--- config.mk ---
export PLATFORM = sky130hd
export DESIGN_NAME = mem_arbiter
export DESIGN_NICKNAME = d
export VERILOG_FILES = /design/src/rtl/mycpu_pkg.sv /design/src/rtl/mem_arbiter_rr_pick.sv /design/src/rtl/mem_arbiter.sv
export SDC_FILE = /design/constraint.sdc
export NUM_CORES = 1
export LEC_CHECK = 0
export BUFFER_PORTS_ARGS = -buffer_cell sky130_fd_sc_hd__buf_2
export CORE_UTILIZATION = 45
export DETAILED_ROUTE_END_ITERATION = 12
export PLACE_DENSITY = 0.79
export SYNTH_ARGS = -nofsm -noshare
export SYNTH_HDL_FRONTEND = slang
export SYNTH_SLANG_ARGS = --single-unit
--- constraint.sdc ---
create_clock -name clk -period 2.4 [get_ports clk]
set_clock_uncertainty 0.2 [all_clocks]
set_input_delay 0.48 -clock clk [delete_from_list [all_inputs] [get_ports clk]]
set_output_delay 0.48 -clock clk [all_outputs]
set_load 0.02 [all_outputs]
--- src/rtl/mycpu_pkg.sv ---
// mycpu_pkg: shared types and constants for the CPU memory subsystem
package mycpu_pkg;
  typedef enum logic [1:0] {ARB_IDLE, ARB_ACC, ARB_WAIT, ARB_DONE} arb_state_t;
  localparam int ARB_NREQ = 2;
  localparam int ARB_CPU = 0;
  localparam int ARB_LDR = 1;
  localparam int ARB_CNT_W = 16;
endpackage

--- src/rtl/mem_arbiter_rr_pick.sv ---
// arb_rr_pick: combinational two-way round-robin picker; a tie goes to the requester that did not win last
module arb_rr_pick
  import mycpu_pkg::*;
(
  input  logic [ARB_NREQ-1:0] req_i,
  input  logic                last_owner_i,
  output logic [ARB_NREQ-1:0] gnt_o,
  output logic                owner_o
);
  assign owner_o = req_i[ARB_LDR] & (~req_i[ARB_CPU] | ~last_owner_i);
  assign gnt_o = ~|req_i ? 2'b00 : owner_o ? 2'b10 : 2'b01;
endmodule

--- src/rtl/mem_arbiter.sv ---
// mem_arbiter: round-robin arbiter/sequencer for the single-port data memory (CPU port 0, loader port 1)
// Define MEM_ARB_STATS_EN to add per-requester saturating transfer counters (stats_clr, gnt_cnt).
module mem_arbiter
  import mycpu_pkg::*;
#(
  parameter int AW = 16,
  parameter int DW = 16,
  parameter int RD_LAT = 1
) (
  input  logic                 clk,
  input  logic                 rst_n,
  input  logic [ARB_NREQ-1:0]  req,
  input  logic [ARB_NREQ-1:0]  we,
  input  logic [2*AW-1:0]      addr,
  input  logic [2*DW-1:0]      wdata,
  output logic [ARB_NREQ-1:0]  gnt,
  output logic [ARB_NREQ-1:0]  done,
  output logic                 mem_en,
  output logic                 mem_we,
  output logic [AW-1:0]        mem_addr,
  output logic [DW-1:0]        mem_wdata,
  input  logic [DW-1:0]        mem_rdata,
`ifdef MEM_ARB_STATS_EN
  input  logic                 stats_clr,
  output logic [2*ARB_CNT_W-1:0] gnt_cnt,
`endif
  output logic [DW-1:0]        rdata
);
  arb_state_t state_q, state_d;
  logic last_owner_q, last_owner_d, owner_q, owner_d, we_q, we_d;
  logic [3:0] wait_cnt_q, wait_cnt_d;
  logic [AW-1:0] mem_addr_q, mem_addr_d;
  logic [DW-1:0] mem_wdata_q, mem_wdata_d, rdata_q, rdata_d;
  logic [ARB_NREQ-1:0] done_q, done_d, pick_gnt, owner_oh;
  logic pick_owner, xfer;

  if (RD_LAT < 1 || RD_LAT > 15) begin : g_bad_lat
    $error("mem_arbiter: RD_LAT must be within 1..15");
  end

  arb_rr_pick u_pick (
    .req_i       (req),
    .last_owner_i(last_owner_q),
    .gnt_o       (pick_gnt),
    .owner_o     (pick_owner)
  );

  assign gnt = (state_q == ARB_IDLE) ? pick_gnt : '0;
  assign xfer = |(req & gnt);
  assign owner_oh = owner_q ? 2'b10 : 2'b01;
  assign mem_en = state_q == ARB_ACC;
  assign mem_we = mem_en & we_q;
  assign mem_addr = mem_addr_q;
  assign mem_wdata = mem_wdata_q;
  assign done = done_q;
  assign rdata = rdata_q;

  always_comb begin
    state_d = state_q;
    last_owner_d = last_owner_q;
    owner_d = owner_q;
    we_d = we_q;
    wait_cnt_d = wait_cnt_q;
    mem_addr_d = mem_addr_q;
    mem_wdata_d = mem_wdata_q;
    rdata_d = rdata_q;
    done_d = '0;
    case (state_q)
      ARB_IDLE: if (xfer) begin
        state_d = ARB_ACC;
        owner_d = pick_owner;
        last_owner_d = pick_owner;
        we_d = we[pick_owner];
        mem_addr_d = pick_owner ? addr[2*AW-1:AW] : addr[AW-1:0];
        mem_wdata_d = pick_owner ? wdata[2*DW-1:DW] : wdata[DW-1:0];
      end
      ARB_ACC: begin
        state_d = we_q ? ARB_DONE : ARB_WAIT;
        wait_cnt_d = 4'(RD_LAT - 1);
        done_d = we_q ? owner_oh : '0;
      end
      // done is registered on the transition into ARB_DONE so it leaves a flop
      ARB_WAIT: if (wait_cnt_q == 4'd0) begin
        state_d = ARB_DONE;
        rdata_d = mem_rdata;
        done_d = owner_oh;
      end else begin
        wait_cnt_d = wait_cnt_q - 4'd1;
      end
      default: state_d = ARB_IDLE;
    endcase
  end

  always_ff @(posedge clk or negedge rst_n)
    if (!rst_n) begin
      state_q <= ARB_IDLE;
      last_owner_q <= 1'b1;
      owner_q <= 1'b0;
      we_q <= 1'b0;
      wait_cnt_q <= '0;
      mem_addr_q <= '0;
      mem_wdata_q <= '0;
      rdata_q <= '0;
      done_q <= '0;
    end else begin
      state_q <= state_d;
      last_owner_q <= last_owner_d;
      owner_q <= owner_d;
      we_q <= we_d;
      wait_cnt_q <= wait_cnt_d;
      mem_addr_q <= mem_addr_d;
      mem_wdata_q <= mem_wdata_d;
      rdata_q <= rdata_d;
      done_q <= done_d;
    end

`ifdef MEM_ARB_STATS_EN
  logic [ARB_NREQ-1:0][ARB_CNT_W-1:0] gnt_cnt_q, gnt_cnt_d;

  // a transfer coinciding with a clear leaves the counter at 1
  always_comb begin
    for (int i = 0; i < ARB_NREQ; i++)
      gnt_cnt_d[i] = stats_clr ? {{(ARB_CNT_W-1){1'b0}}, req[i] & gnt[i]} :
                     (req[i] & gnt[i] & ~&gnt_cnt_q[i]) ? gnt_cnt_q[i] + 1'b1 : gnt_cnt_q[i];
  end

  always_ff @(posedge clk or negedge rst_n)
    if (!rst_n) gnt_cnt_q <= '0;
    else gnt_cnt_q <= gnt_cnt_d;

  assign gnt_cnt = gnt_cnt_q;
`endif
endmodule
==> flow_summary_export.csv <==
group,metric,value,unit
die,core_area,5680,µm²
layout,layout.nets,469,
timing,max_freq,451,MHz
worst_setup_path,path_max_fanout,6,
layout,layout-drive-gt1-share,48.2,%
synthesis,ys_seq_elements,59,
timing,setup_viol,0,
layout,ff_latch_area,1480,µm²
synthesis,async_flop_share,100,%
route,wirelength,5770,µm
synthesis,synthDistinctLibCells,28,
min_path,whs_path_depth,2,
route,ant_nets,0,
route,wl_per_cell,12.7,µm
job,maxCapViolCount,0,
timing,fin_crit,2.22,ns
power_and_ir_drop,cellPowerDensity,1300,nW/µm²
synthesis,synth-edff-count,0,
global_route,grt_pass1_wl,9250,µm
timing,rsz0062_at_grt,"false",
power_and_ir_drop,leakagePower,0.00198,µW
synthesis,yosys_warnings,0,
clock_network,worstSkewPairLatency,0.33,ns
die,fp.dieH,79.7,µm
layout,fin_area,3690,µm²
layout,multi_input_area,1140,µm²
timing,min_period_over_period,92.5,%
layout,syn_to_final_growth,35.9,%
synthesis,avgSynthCellArea,11.8,µm²
worst_setup_path,r2r_start,"wait_cnt_q[0]$_DFFE_PN0P_",
min_path,min_from,"mem_rdata[11]",
layout,diodes,0,
status,status,"finished, final reports clean",
global_route,grt_max_degree,41,
worst_setup_path,reg2reg_depth,5,
clock_network,root_buffer,"clkbuf_8",
clock_network,post_cts_buffers,0,
synthesis,syn-cell-area,2720,µm²
worst_setup_path,rr_endpoint,"state_q[0]$_DFFE_PN0P_",
route,drc,0,
power_and_ir_drop,irDropWorstVdd,0.721,mV
die,placementRows,27,
place,io_buffer_count,139,
timing,hold_violations,0,
clock_network,cts.sinks,59,
synthesis,syn_inst,231,
layout,fill_cells,465,
timing,fin_ws,0.181,ns
die,pin_count,140,
clock_network,clk_pin_slew,0.06,ns
route,vias_per_cell,4.81,
worst_setup_path,cp.arrival,1.54,ns
global_route,grt_usage,19.6,%
synthesis,ys.flop_type,"dfrtp_1",
synthesis,yosysSeqAreaShare,54.3,%
clock_network,cts_tree,"yes",
global_route,grt_overflow,0,
place,gp_congestion,0.755,
timing,setup_tns,0,ns
worst_setup_path,crit_required,1.72,ns
timing,worst_slew_pin_slew,0.469,ns
clock_network,htreeDepth,3,
die,start_util,47.9,%
synthesis,synth_nets,323,
route,drtIter0Drc,55,
clock_network,clock_path_buffers,2,
worst_setup_path,start_kind,"flip-flop",
die,die-area,6360,µm²
global_route,grt_pass1_vias,2035,
die,fp.dieW,79.7,µm
global_route,antenna_found_initial,0,
worst_setup_path,worstSetupEndpointType,"output port",
place,postPlaceCellArea,3480,µm²
route,dr.pass1.iters,4,
route,vias,2186,
timing,maxSlewViolCount,0,
worst_setup_path,rrSetupSlack,0.43,ns
clock_network,cts_buffers,9,
timing,slew_headroom,68.7,%
min_path,min_to,"rdata[11]$_DFFE_PN0P_",
min_path,hold_class,"in -> reg",
place,post-place-ws,0.450,ns
worst_setup_path,crit_type,"reg -> out",
place,dp.final_hpwl,4540,µm
worst max-delay path: stages (launching register included):
cell	delay (ns)
dfrtp_1	0.41
inv_1	0.10
ha_2	0.28
o21ai_4	0.09
nor2_1	0.14
buf_2	0.19
kinds of logic after synthesis:
family	after synthesis	share of synthesized area, %
muxes	53	21.3
DFF	59	54.3
adders and majority gates	6	2.76
buffers and inverters	18	4.46
and+or+nand+nor	50	7.92
AOI/OAI and AO/OA	45	9.20
worst max path at each step:
stage                           startpoint     end  slack [ns]  cells after the start
detailed placement  state_q[0]$_DFFE_PN0P_  gnt[0]        0.45                      5
CTS                 state_q[0]$_DFFE_PN0P_  gnt[0]        0.08                      5
finish              state_q[0]$_DFFE_PN0P_  gnt[0]        0.18                      5
floorplan           state_q[0]$_DFFE_PN0P_  gnt[0]        0.33                      5
global placement    state_q[0]$_DFFE_PN0P_  gnt[0]        0.48                      5
global route        state_q[0]$_DFFE_PN0P_  gnt[0]        0.05                      5
through the flow:
stage,hold WS [ns],power [µW],utilization (%),cells
2_1_floorplan,-0.0156,3260,-,231
3_3_place_gp,0.241,3900,61.4,437
3_5_place_dp,0.250,3970,61.4,437
4_1_cts,0.160,4870,65.1,454
5_1_grt,0.163,5170,65.1,454
6_report,0.181,4810,65.1,454
where the power goes:
group / internal, µW / total [µW] / switching, µW
clock: 536 / 888 / 352
combinational: 903 / 2220 / 1320
sequential: 1460 / 1700 / 236
total: 2900 / 4810 / 1910
state kept, by name, indices dropped and copies added (netlist names):
name / flops
last_owner_q: 1
mem_addr: 16
mem_wdata: 16
done: 2
we_q: 1
state_q: 2
wait_cnt_q: 4
owner_q: 1
rdata: 16
layer usage:
layer / global-route usage (%) / wire (µm)
met5: 0 / 0
met4: 7.86 / 93
met3: 7.31 / 412
met2: 33.4 / 2940
met1: 22.1 / 2320
layout by cell type, fill, tap and decap left out, drive strengths merged:
cell type    netlist  layout
a22oi              1       1
o21ai             39      39
bufinv             0       1
nand2b             1       1
or3b               1       1
a31oi              1       1
dfrtp             58      58
dlygate4sd3        0       1
a21o               1       1
clkbuf             4      14
nand2             36      36
a21boi             1       1
dfstp              1       1
mux2i             35      35
and4bb             1       1
mux2              18      18
nor3               1       1
nand3              2       2
nor2               6       6
buf                9     147
a21oi              1       1
ha                 6       6
inv                5       5
and2               2       2
clkinv             0       1
a211oi             1       1
layout make-up:
cell class                 count  area share (%)
clock buffer                  14            4.40
timing repair buffer         148            20.7
tap                           72            2.44
clock inverter                 2           0.948
inverter                       5           0.508
multi-input combinational    154            31.0
sequential                    59            40.0
cells in the mapped netlist (all sizes together) (2+ instances only):
cell,n,area [µm²]
inv,5,18.8
nand3,2,10.0
mux2i,35,350
clkbuf,4,15.0
ha,6,75.1
dfrtp,58,1450
mux2,18,229
o21ai,39,195
nand2,36,135
nor2,6,22.5
buf,9,87.6
and2,2,12.5
repair_timing:
| action | 4_1_cts | 5_1_grt |
|---|---|---|
| endpoints found under the setup margin | 0 | 1 |
| resized for setup | 0 | 1 |
| endpoints found under the hold margin | 19 | 0 |
| hold buffers | 1 | 0 |
(Power assumes the default switching activity.)
